### src/rtl/id_imm_stage_if.sv
// Handshake and payload bundle between fetch, the decode immediate stage and execute.
// The stage connects through the slave modport; the fetch/execute side uses master.
interface id_imm_stage_if #(
    parameter int XLEN = 32
) ();
    logic            in_valid;
    logic            in_ready;
    logic [31:0]     in_instr;
    logic [XLEN-1:0] in_pc;
    logic            out_valid;
    logic            out_ready;
    logic [31:0]     out_instr;
    logic [XLEN-1:0] out_pc;
    logic [31:0]     out_imm;
    logic [2:0]      out_fmt;
    logic            out_illegal;

    modport slave (
        input  in_valid, in_instr, in_pc, out_ready,
        output in_ready, out_valid, out_instr, out_pc, out_imm, out_fmt, out_illegal
    );

    modport master (
        output in_valid, in_instr, in_pc, out_ready,
        input  in_ready, out_valid, out_instr, out_pc, out_imm, out_fmt, out_illegal
    );
endinterface

### src/rtl/id_imm_stage.sv
// Decode-stage front end: classifies the RV32I immediate format, assembles the
// sign-extended immediate and holds instr/PC/imm in one register toward execute.
module id_imm_stage #(
    parameter int XLEN        = 32,
    parameter int STALL_CNT_W = 16
) (
    input  logic                   clk,
    input  logic                   rst,
    input  logic                   flush_i,
    id_imm_stage_if.slave          bus,
    output logic [STALL_CNT_W-1:0] stall_cnt
);
    localparam logic [2:0] FMT_R    = 3'd0;
    localparam logic [2:0] FMT_I    = 3'd1;
    localparam logic [2:0] FMT_S    = 3'd2;
    localparam logic [2:0] FMT_B    = 3'd3;
    localparam logic [2:0] FMT_U    = 3'd4;
    localparam logic [2:0] FMT_J    = 3'd5;
    localparam logic [2:0] FMT_NONE = 3'd7;

    function automatic logic [31:0] imm_i(input logic [31:0] ins);
        return {{20{ins[31]}}, ins[31:20]};
    endfunction

    function automatic logic [31:0] imm_s(input logic [31:0] ins);
        return {{20{ins[31]}}, ins[31:25], ins[11:7]};
    endfunction

    function automatic logic [31:0] imm_b(input logic [31:0] ins);
        return {{19{ins[31]}}, ins[31], ins[7], ins[30:25], ins[11:8], 1'b0};
    endfunction

    function automatic logic [31:0] imm_u(input logic [31:0] ins);
        return {ins[31:12], 12'h000};
    endfunction

    function automatic logic [31:0] imm_j(input logic [31:0] ins);
        return {{11{ins[31]}}, ins[31], ins[19:12], ins[20], ins[30:21], 1'b0};
    endfunction

    logic                   r_valid;
    logic [31:0]            r_instr;
    logic [XLEN-1:0]        r_pc;
    logic [31:0]            r_imm;
    logic [2:0]             r_fmt;
    logic                   r_illegal;
    logic [STALL_CNT_W-1:0] r_stall_cnt;

    logic        w_in_ready;
    logic        w_accept;
    logic [2:0]  w_fmt;
    logic        w_illegal;
    logic [31:0] w_imm;

    assign w_in_ready = !flush_i && (!r_valid || bus.out_ready);
    assign w_accept   = bus.in_valid && w_in_ready;

    // Opcode to immediate-format classification
    always_comb begin
        w_fmt     = FMT_NONE;
        w_illegal = 1'b0;
        case (bus.in_instr[6:0])
            7'b0000011, 7'b0010011,
            7'b1100111, 7'b1110011: w_fmt = FMT_I;
            7'b0100011:             w_fmt = FMT_S;
            7'b1100011:             w_fmt = FMT_B;
            7'b0110111, 7'b0010111: w_fmt = FMT_U;
            7'b1101111:             w_fmt = FMT_J;
            7'b0110011:             w_fmt = FMT_R;
            default: begin
                w_fmt     = FMT_NONE;
                w_illegal = 1'b1;
            end
        endcase
    end

    // Immediate assembly for the classified format
    always_comb begin
        w_imm = 32'h0000_0000;
        case (w_fmt)
            FMT_I:   w_imm = imm_i(bus.in_instr);
            FMT_S:   w_imm = imm_s(bus.in_instr);
            FMT_B:   w_imm = imm_b(bus.in_instr);
            FMT_U:   w_imm = imm_u(bus.in_instr);
            FMT_J:   w_imm = imm_j(bus.in_instr);
            default: w_imm = 32'h0000_0000;
        endcase
    end

    // Pipeline register: flush beats accept, accept beats drain, otherwise hold
    always_ff @(posedge clk or posedge rst) begin
        if (rst) begin
            r_valid   <= 1'b0;
            r_instr   <= 32'h0000_0000;
            r_pc      <= {XLEN{1'b0}};
            r_imm     <= 32'h0000_0000;
            r_fmt     <= FMT_NONE;
            r_illegal <= 1'b0;
        end else if (flush_i) begin
            r_valid <= 1'b0;
        end else if (w_accept) begin
            r_valid   <= 1'b1;
            r_instr   <= bus.in_instr;
            r_pc      <= bus.in_pc;
            r_imm     <= w_imm;
            r_fmt     <= w_fmt;
            r_illegal <= w_illegal;
        end else if (bus.out_ready) begin
            r_valid <= 1'b0;
        end else begin
            r_valid <= r_valid;
        end
    end

    // Saturating backpressure counter; a flush cycle is not a stall
    always_ff @(posedge clk or posedge rst) begin
        if (rst) begin
            r_stall_cnt <= {STALL_CNT_W{1'b0}};
        end else if (!flush_i && r_valid && !bus.out_ready && (r_stall_cnt != {STALL_CNT_W{1'b1}})) begin
            r_stall_cnt <= r_stall_cnt + {{(STALL_CNT_W-1){1'b0}}, 1'b1};
        end else begin
            r_stall_cnt <= r_stall_cnt;
        end
    end

    assign bus.in_ready    = w_in_ready;
    assign bus.out_valid   = r_valid;
    assign bus.out_instr   = r_instr;
    assign bus.out_pc      = r_pc;
    assign bus.out_imm     = r_imm;
    assign bus.out_fmt     = r_fmt;
    assign bus.out_illegal = r_illegal;
    assign stall_cnt       = r_stall_cnt;
endmodule

### src/flat_wrapper.sv
// flat-port wrapper written by rule: the top's interface ports become plain ports
module id_imm_stage_flat 
#(
    parameter int XLEN        = 32,
    parameter int STALL_CNT_W = 16
)
  (clk, rst, flush_i, stall_cnt, bus_in_valid, bus_in_instr, bus_in_pc, bus_out_ready, bus_in_ready, bus_out_valid, bus_out_instr, bus_out_pc, bus_out_imm, bus_out_fmt, bus_out_illegal);
  id_imm_stage_if #(.XLEN(XLEN)) bus_i ();
  input  logic clk;
  input  logic rst;
  input  logic flush_i;
  output logic [STALL_CNT_W-1:0] stall_cnt;
  input wire logic [$bits(bus_i.in_valid)-1:0] bus_in_valid;
  input wire logic [$bits(bus_i.in_instr)-1:0] bus_in_instr;
  input wire logic [$bits(bus_i.in_pc)-1:0] bus_in_pc;
  input wire logic [$bits(bus_i.out_ready)-1:0] bus_out_ready;
  output wire logic [$bits(bus_i.in_ready)-1:0] bus_in_ready;
  output wire logic [$bits(bus_i.out_valid)-1:0] bus_out_valid;
  output wire logic [$bits(bus_i.out_instr)-1:0] bus_out_instr;
  output wire logic [$bits(bus_i.out_pc)-1:0] bus_out_pc;
  output wire logic [$bits(bus_i.out_imm)-1:0] bus_out_imm;
  output wire logic [$bits(bus_i.out_fmt)-1:0] bus_out_fmt;
  output wire logic [$bits(bus_i.out_illegal)-1:0] bus_out_illegal;
  assign bus_i.in_valid = bus_in_valid;
  assign bus_i.in_instr = bus_in_instr;
  assign bus_i.in_pc = bus_in_pc;
  assign bus_i.out_ready = bus_out_ready;
  assign bus_in_ready = bus_i.in_ready;
  assign bus_out_valid = bus_i.out_valid;
  assign bus_out_instr = bus_i.out_instr;
  assign bus_out_pc = bus_i.out_pc;
  assign bus_out_imm = bus_i.out_imm;
  assign bus_out_fmt = bus_i.out_fmt;
  assign bus_out_illegal = bus_i.out_illegal;
  id_imm_stage #(.XLEN(XLEN), .STALL_CNT_W(STALL_CNT_W)) u_core (.clk(clk), .rst(rst), .flush_i(flush_i), .bus(bus_i), .stall_cnt(stall_cnt));
endmodule
### config.mk
export PLATFORM = sky130hd
export DESIGN_NAME = id_imm_stage_flat
export DESIGN_NICKNAME = d
export VERILOG_FILES = /design/src/rtl/id_imm_stage_if.sv /design/src/rtl/id_imm_stage.sv /design/src/flat_wrapper.sv
export SDC_FILE = /design/constraint.sdc
export NUM_CORES = 1
export LEC_CHECK = 0
export ABC_AREA = 1
export CAP_MARGIN = 5
export CORE_AREA = 2 2 109 111
export DETAILED_ROUTE_END_ITERATION = 7
export DIE_AREA = 0 0 111 113
export PLACE_DENSITY = 0.88
export REMOVE_ABC_BUFFERS = 1
export SLEW_MARGIN = 15
export SYNTH_ARGS = -nofsm -noshare
export SYNTH_HDL_FRONTEND = slang
export SYNTH_SLANG_ARGS = --single-unit
### constraint.sdc
create_clock -name clk -period 12 [get_ports clk]
set_input_delay 3 -clock clk [delete_from_list [all_inputs] [get_ports clk]]
set_output_delay 3 -clock clk [all_outputs]
set_load 0.05 [all_outputs]
==> results of run 1 <==
-- path summary, 6_finish.rpt --
check / depth (start not counted) / endpoint / slack, ps
setup reg to reg: 8 / u_core.bus.out_imm[9] / 9880
setup / recovery: 6 / bus_in_ready / 4350
hold reg to reg: 2 / u_core.bus.out_fmt[0] / 470
min in group asynchronous: 2 / u_core.bus.out_pc[22] / 3010
hold / removal: 2 / u_core.bus.out_fmt[0] / 470
max in group asynchronous: 3 / u_core.bus.out_pc[31] / 7670
-- critical path: stages --
cell and delay (ps):
clkdlybuf4s50_1 450, inv_1 30, nand2_1 60, inv_1 50
nor2_1 200, clkdlybuf4s50_1 860
-- Yosys cell counts (3+ instances only) --
master	number
nand2_2	3
xor2_1	10
o21ai_1	6
nand3_1	31
nor2_8	3
o21bai_1	4
dfstp_2	3
inv_1	42
buf_4	5
nor3_1	6
nor2_1	48
inv_2	3
buf_6	3
buf_2	17
nand4_1	4
dfrtp_1	114
clkbuf_1	4
o21ai_0	56
nand2_1	318
-- per-layer routing --
layer  vias to the layer above  routed length [um]
li1                       2500                   -
met1                      2294                6140
met2                       186                7000
met3                        37                1050
met4                         0                 420
met5                         -                   0
-- stage by stage --
stage / power, mW / setup slack (ps) / area, sq um / std cells / hold slack, ps
6_report: 1.45 / 4350 / 7990 / 1025 / 468
3_5_place_dp: 0.915 / 4340 / 7360 / 994 / 464
3_3_place_gp: 0.907 / 4390 / 7360 / 994 / 460
5_1_grt: 1.50 / 4250 / 7990 / 1025 / 496
4_1_cts: 1.45 / 4340 / 7990 / 1025 / 476
2_1_floorplan: 0.755 / 4780 / 5290 / 662 / 582
-- report_power, final --
group / switching, mW / internal, mW
Sequential: 0.0392 / 0.448
Combinational: 0.285 / 0.139
Clock: 0.173 / 0.362
Total: 0.497 / 0.948
-- state kept, by name (all words and copies together), names as in the netlist --
name and flops:
u_core.bus.out_fmt 3, u_core.bus.out_valid 1, u_core.bus.out_pc 32, u_core.bus.out_imm 32, u_core.bus.out_illegal 1, u_core.stall_cnt 16
u_core.bus.out_instr 32
-- kinds of logic after synthesis --
family	count (synthesis)	share of synthesized area, %
AO/OA/AOI/OAI	67	6.32
XOR/XNOR	11	1.76
adder cells (fa/ha/maj)	1	0.229
buffers and inverters	77	6.54
flip-flops	117	53.6
AND/OR/NAND/NOR	419	31.5
-- final cells by class --
type                       instances  area share, %
inverter                          47           2.30
multi-input combinational        498           27.4
clock inverter                     9           1.88
tap                              143           2.24
clock buffer                      22           5.94
timing repair buffer             189           23.6
sequential                       117           36.7
-- cell usage in the layout, fill, tap and decap left out --
| cell type | n |
|---|---|
| a21oi_1 | 1 |
| buf_4 | 3 |
| bufinv_16 | 4 |
| clkbuf_1 | 2 |
| clkbuf_16 | 17 |
| clkbuf_8 | 3 |
| clkdlybuf4s50_1 | 186 |
| clkinv_2 | 3 |
| clkinvlp_4 | 2 |
| dfrtp_1 | 114 |
| dfstp_2 | 3 |
| ha_1 | 1 |
| inv_1 | 41 |
| inv_2 | 3 |
| inv_4 | 3 |
| nand2_1 | 317 |
| nand2_2 | 3 |
| nand2_4 | 3 |
| nand3_1 | 31 |
| nand3_2 | 1 |
| nand4_1 | 4 |
| nor2_1 | 48 |
| nor2_2 | 1 |
| nor2_4 | 2 |
| nor2_8 | 3 |
| nor3_1 | 6 |
| o21ai_0 | 56 |
| o21ai_1 | 6 |
| o21bai_1 | 4 |
| xnor2_1 | 1 |
| xor2_1 | 10 |
==> impl_results.md, run 1 <==
* Met1 GRT Util at 29.1%
* Starting DRC count in detailed routing at 330
* Hold WC Path Type: flop to flop
* Met2 usage at 39.6%
* WP data arrival at 4650 ps
* Fin crit period at 7650 ps
* First drt pass iteration count at 7
* Max-cap check violation count at 0
* Hold_sp: u_core.bus.out_fmt[0]
* Main synth FF type: dfrtp_1
* Largest net degree at the start of global routing at 114
* PD cells at 181 nW/um^2
* Final Slew Violations at 0
* Status: finished, final reports clean
* RSZ-0062 raised after global routing: false
* Setup tns final at 0 ps
* Max-slew headroom at 32.1%
* Via count at 5017
* Share of cells above drive strength 1 at 6.12%
* Post-synth EDFFs at 0
* Synth area leaders: dfrtp_1, nand2_1, o21ai_0, nor2_1, inv_1
* Synth top area share at 52.2%
* Syn_area_per_cell at 7.90 sq um
* Die width at 111 um
* CTS clk-pin slew, worst paths at 50 ps
* Worst vdd ir at 0.145 mV
* Clock latency at the later pin of the worst-skew pair at 410 ps
* FILL cells at 865
* Vias in the first global route at 4994
* Routability Congestion at 0.874
* Root Driver: clkbuf_16
* Max frequency at 131 MHz
* Worst setup EP type: primary output
* Rows at 39
* Post_cts resized at 0
* Synth Register Bits at 117
* Final #Nets at 940
* Die Span Y at 113 um
* GRT Total Usage at 23.9%
* Hold-fix buffer count after cts at 0
* Post-synthesis cell type count at 28
* Vias per inst at 4.89
* Register area at 2930 sq um
* Gate count of the mapped netlist at 692
* Post-DRT Antenna Nets at 0
* Sequential fraction of the synthesis area at 53.6%
* Area grow syn2layout at 46.1%
* Setup violators final at 0
* H-tree levels at 4
* Post-synth top area cell: dfrtp_1
* Clock Skew at 9.21 ps
* Worst EP required at 9000 ps
* Area of the multi-input gates at 2190 sq um
* Busiest layer in global routing: met2
* GR Util met3 at 6.91%
* CORE AREA at 11300 sq um
* I/O Pins at 187
* Hpwl dp at 9.60 mm
* GRT overflow at 0
* Total wire length at 14.6 mm
* Worst Setup Start Kind: primary input
* Initial antenna violation count at 0
* Initial core utilization at 48.5%
* TritonCTS Buffers at 17
* WL/cell at 14.2 um
* Post-CTS Setup Bufs at 0
* Setup CP Type: primary input to primary output
* Worst r2r src: u_core.bus.out_valid
* Total number of yosys warnings at 0
* TritonCTS clock tree: yes
* Ant. Diodes at 0
* Die ar. at 12500 sq um
* DRC viols at 0
* Pin slew with the least headroom to its limit at 1020 ps
* CP startpoint: bus_out_ready
* CTS max path bufs at 2
* Worst Path Max Fanout at 2
* Asr flop ratio synth at 100%
* PortBufs at 186
* First-pass GRT wire length at 24.2 mm
* Final Hold Viols at 0
* Final Cycle Share at 63.8%
* CTS Sinks at 117
* Finished Core Util at 70.9%
* Mapped Area at 5470 sq um
* Static leakage at 4.10 nW
Power figures use the tool's default switching activity.
==> run 2: changes to the inputs <==
Settings changed: CORE_AREA 2 2 109 111 to 2 2 113 115, DIE_AREA 0 0 111 113 to 0 0 115 117, PLACE_DENSITY 0.88 to 0.83.
Clock period 12 ns to 7.5 ns, I/O delays scaled along.
==> run 2 against run 1 <==
  * Sequential share of layout area up 0.052 points
  * Total power is 57% higher
  * Cell count rose by 0.78%
  * Clock power rose by 54%
  * Non-clock buffer count unchanged
  * Global-route usage is 2.2 points lower
  * Cell area decreased by 0.14%
  * Die area grew 7.3%
  * Setup slack got worse by 2200 ps
  * Combinational power increased by 59%
  * Critical path type unchanged
  * Largest cell class unchanged
  * Largest power group unchanged
==> impl_results.md, run 2 (synthesis results as in run 1) <==
* Status: finished, final reports clean (unchanged)
* Hpwl dp at 9.76 mm (was 9.60 mm)
* Finished Layout Cells at 1033 (was 1025)
* Setup violators final at 0 (unchanged)
* Post-layout instance area at 7980 sq um (was 7990 sq um)
* Max-cap check violation count at 0 (unchanged)
* Worst vdd ir at 0.183 mV (was 0.145 mV)
* Final Slew Violations at 0 (unchanged)
* Max-slew headroom at 39.9% (was 32.1%)
* Static leakage at 4.09 nW (was 4.10 nW)
* H-tree levels at 4 (unchanged)
* Hold WC Path Type: flop to flop (unchanged)
* Total wire length at 14.5 mm (was 14.6 mm)
* Vias per inst at 4.89 (about the same)
* Design Power at 2.28 mW (was 1.45 mW)
* Via count at 5056 (was 5017)
* CTS max path bufs at 2 (unchanged)
* Fin crit period at 5360 ps
* Die width at 115 um (was 111 um)
* Post_cts resized at 0 (unchanged)
* GRT Total Usage at 21.8% (was 23.9%)
* Worst setup EP type: primary output (unchanged)
* First-pass GRT wire length at 22.8 mm (was 24.2 mm)
* Hold-fix buffer count after cts at 0 (unchanged)
* WP data arrival at 3480 ps (was 4650 ps)
* Hold_ws at 468 ps (about the same)
* Setup CP Type: primary input to primary output (unchanged)
* Most common cell after layout, fill and taps aside: nand2_1 (unchanged)
* Initial core utilization at 44.4% (was 48.5%)
* Post-DRT Antenna Nets at 0 (unchanged)
* Finished Core Util at 64.8% (was 70.9%)
* PD cells at 285 nW/um^2 (was 181 nW/um^2)
* Die Span Y at 117 um (was 113 um)
* Largest net degree at the start of global routing at 74 (was 114)
* Die ar. at 13500 sq um (was 12500 sq um)
* RSZ-0062 raised after global routing: false (unchanged)
* WL/cell at 14.0 um (was 14.2 um)
* Worst EP required at 5620 ps (was 9000 ps)
* Reg2reg path depth at 8 (unchanged)
* Starting DRC count in detailed routing at 393 (was 330)
* CTS clk-pin slew, worst paths at 50 ps (about the same)
* Final #Nets at 940 (unchanged)
* Share of cells above drive strength 1 at 6.12% (about the same)
* Post-CTS Setup Bufs at 0 (unchanged)
* Final Cycle Share at 71.5%
* GRT overflow at 0 (unchanged)
* Setup tns final at 0 ps (unchanged)
* Routability Congestion at 0.808 (was 0.874)
* CORE AREA at 12300 sq um (was 11300 sq um)
* CTS Sinks at 117 (unchanged)
* DRC viols at 0 (unchanged)
* Ant. Diodes at 0 (unchanged)
* Vias in the first global route at 4551 (was 4994)
* Worst Path Max Fanout at 2 (unchanged)
* TritonCTS Buffers at 17 (unchanged)
* Area grow syn2layout at 45.9% (was 46.1%)
* PnR worst setup slack at 2140 ps (was 4350 ps)
* I/O Pins at 187 (unchanged)
* TritonCTS clock tree: yes (unchanged)
* First drt pass iteration count at 5 (was 7)
* PortBufs at 186 (unchanged)
* Worst Setup Start Kind: primary input (unchanged)
* Clock latency at the later pin of the worst-skew pair at 410 ps (about the same)
* Clock Skew at 8.79 ps (was 9.21 ps)
* Most frequent cells in the layout: nand2_1, clkdlybuf4s50_1, dfrtp_1 (unchanged)
* Placed cell count at 1001 (was 994)
* Worst Hold Depth at 2 (unchanged)
* Root Driver: clkbuf_16 (unchanged)
* Rows at 41 (was 39)
* Pin slew with the least headroom to its limit at 901 ps (was 1020 ps)
* Final Hold Viols at 0 (unchanged)
* Initial antenna violation count at 0 (unchanged)
* Max frequency at 187 MHz
* Setup WS pre-CTS at 2140 ps (was 4340 ps)
* Placed Area at 7370 sq um (was 7360 sq um)
run 2: cell types whose count changed in the layout (fill, tap and decap cells not counted):
cell	change
clkbuf_1	+1
clkinv_4	+1
clkinv_2	+1
clkinvlp_4	-1
bufinv_16	-1
run 2: per-layer routing:
layer	global-route usage (%)	part of all wire [%]	vias to the layer above
met3	6.69	6.2	24
met5	0	0	-
met2	35.3	48	153
li1	-	-	2506
met1	27.8	43	2373
met4	7.63	2.1	0
run 2: path summary, 6_finish.rpt:
check / slack (ps) / to / start
min in group asynchronous: 2000 / u_core.bus.out_pc[12] / rst
min reg2reg: 470 / u_core.bus.out_fmt[1] / u_core.bus.out_fmt[1]
max in group asynchronous: 4360 / u_core.bus.out_imm[15] / rst
max reg2reg: 5100 / u_core.bus.out_pc[26] / u_core.bus.out_valid
max: 2140 / bus_in_ready / bus_out_ready
min: 470 / u_core.bus.out_fmt[1] / u_core.bus.out_fmt[1]
run 2: area by class of cell:
| type | instances | area [sq um] |
|---|---|---|
| flip-flops and latches | 117 | 2930 |
| clock buffers | 23 | 478 |
| clock inverters | 9 | 126 |
| fillers | 1018 | 4330 |
| repair buffers | 189 | 1880 |
| multi-input cells | 498 | 2190 |
| inverters | 47 | 184 |
| well taps | 150 | 188 |
run 2: worst max-delay path, cell delays in order:
cell             delay (ps)
clkdlybuf4s50_1         450
inv_1                    40
nand2_1                  40
inv_1                    40
nor2_1                  190
clkdlybuf4s50_1         840
run 2: power breakdown:
part / internal [mW] / switching, mW
clock: 0.546 / 0.277
combinational: 0.222 / 0.453
sequential: 0.716 / 0.0611
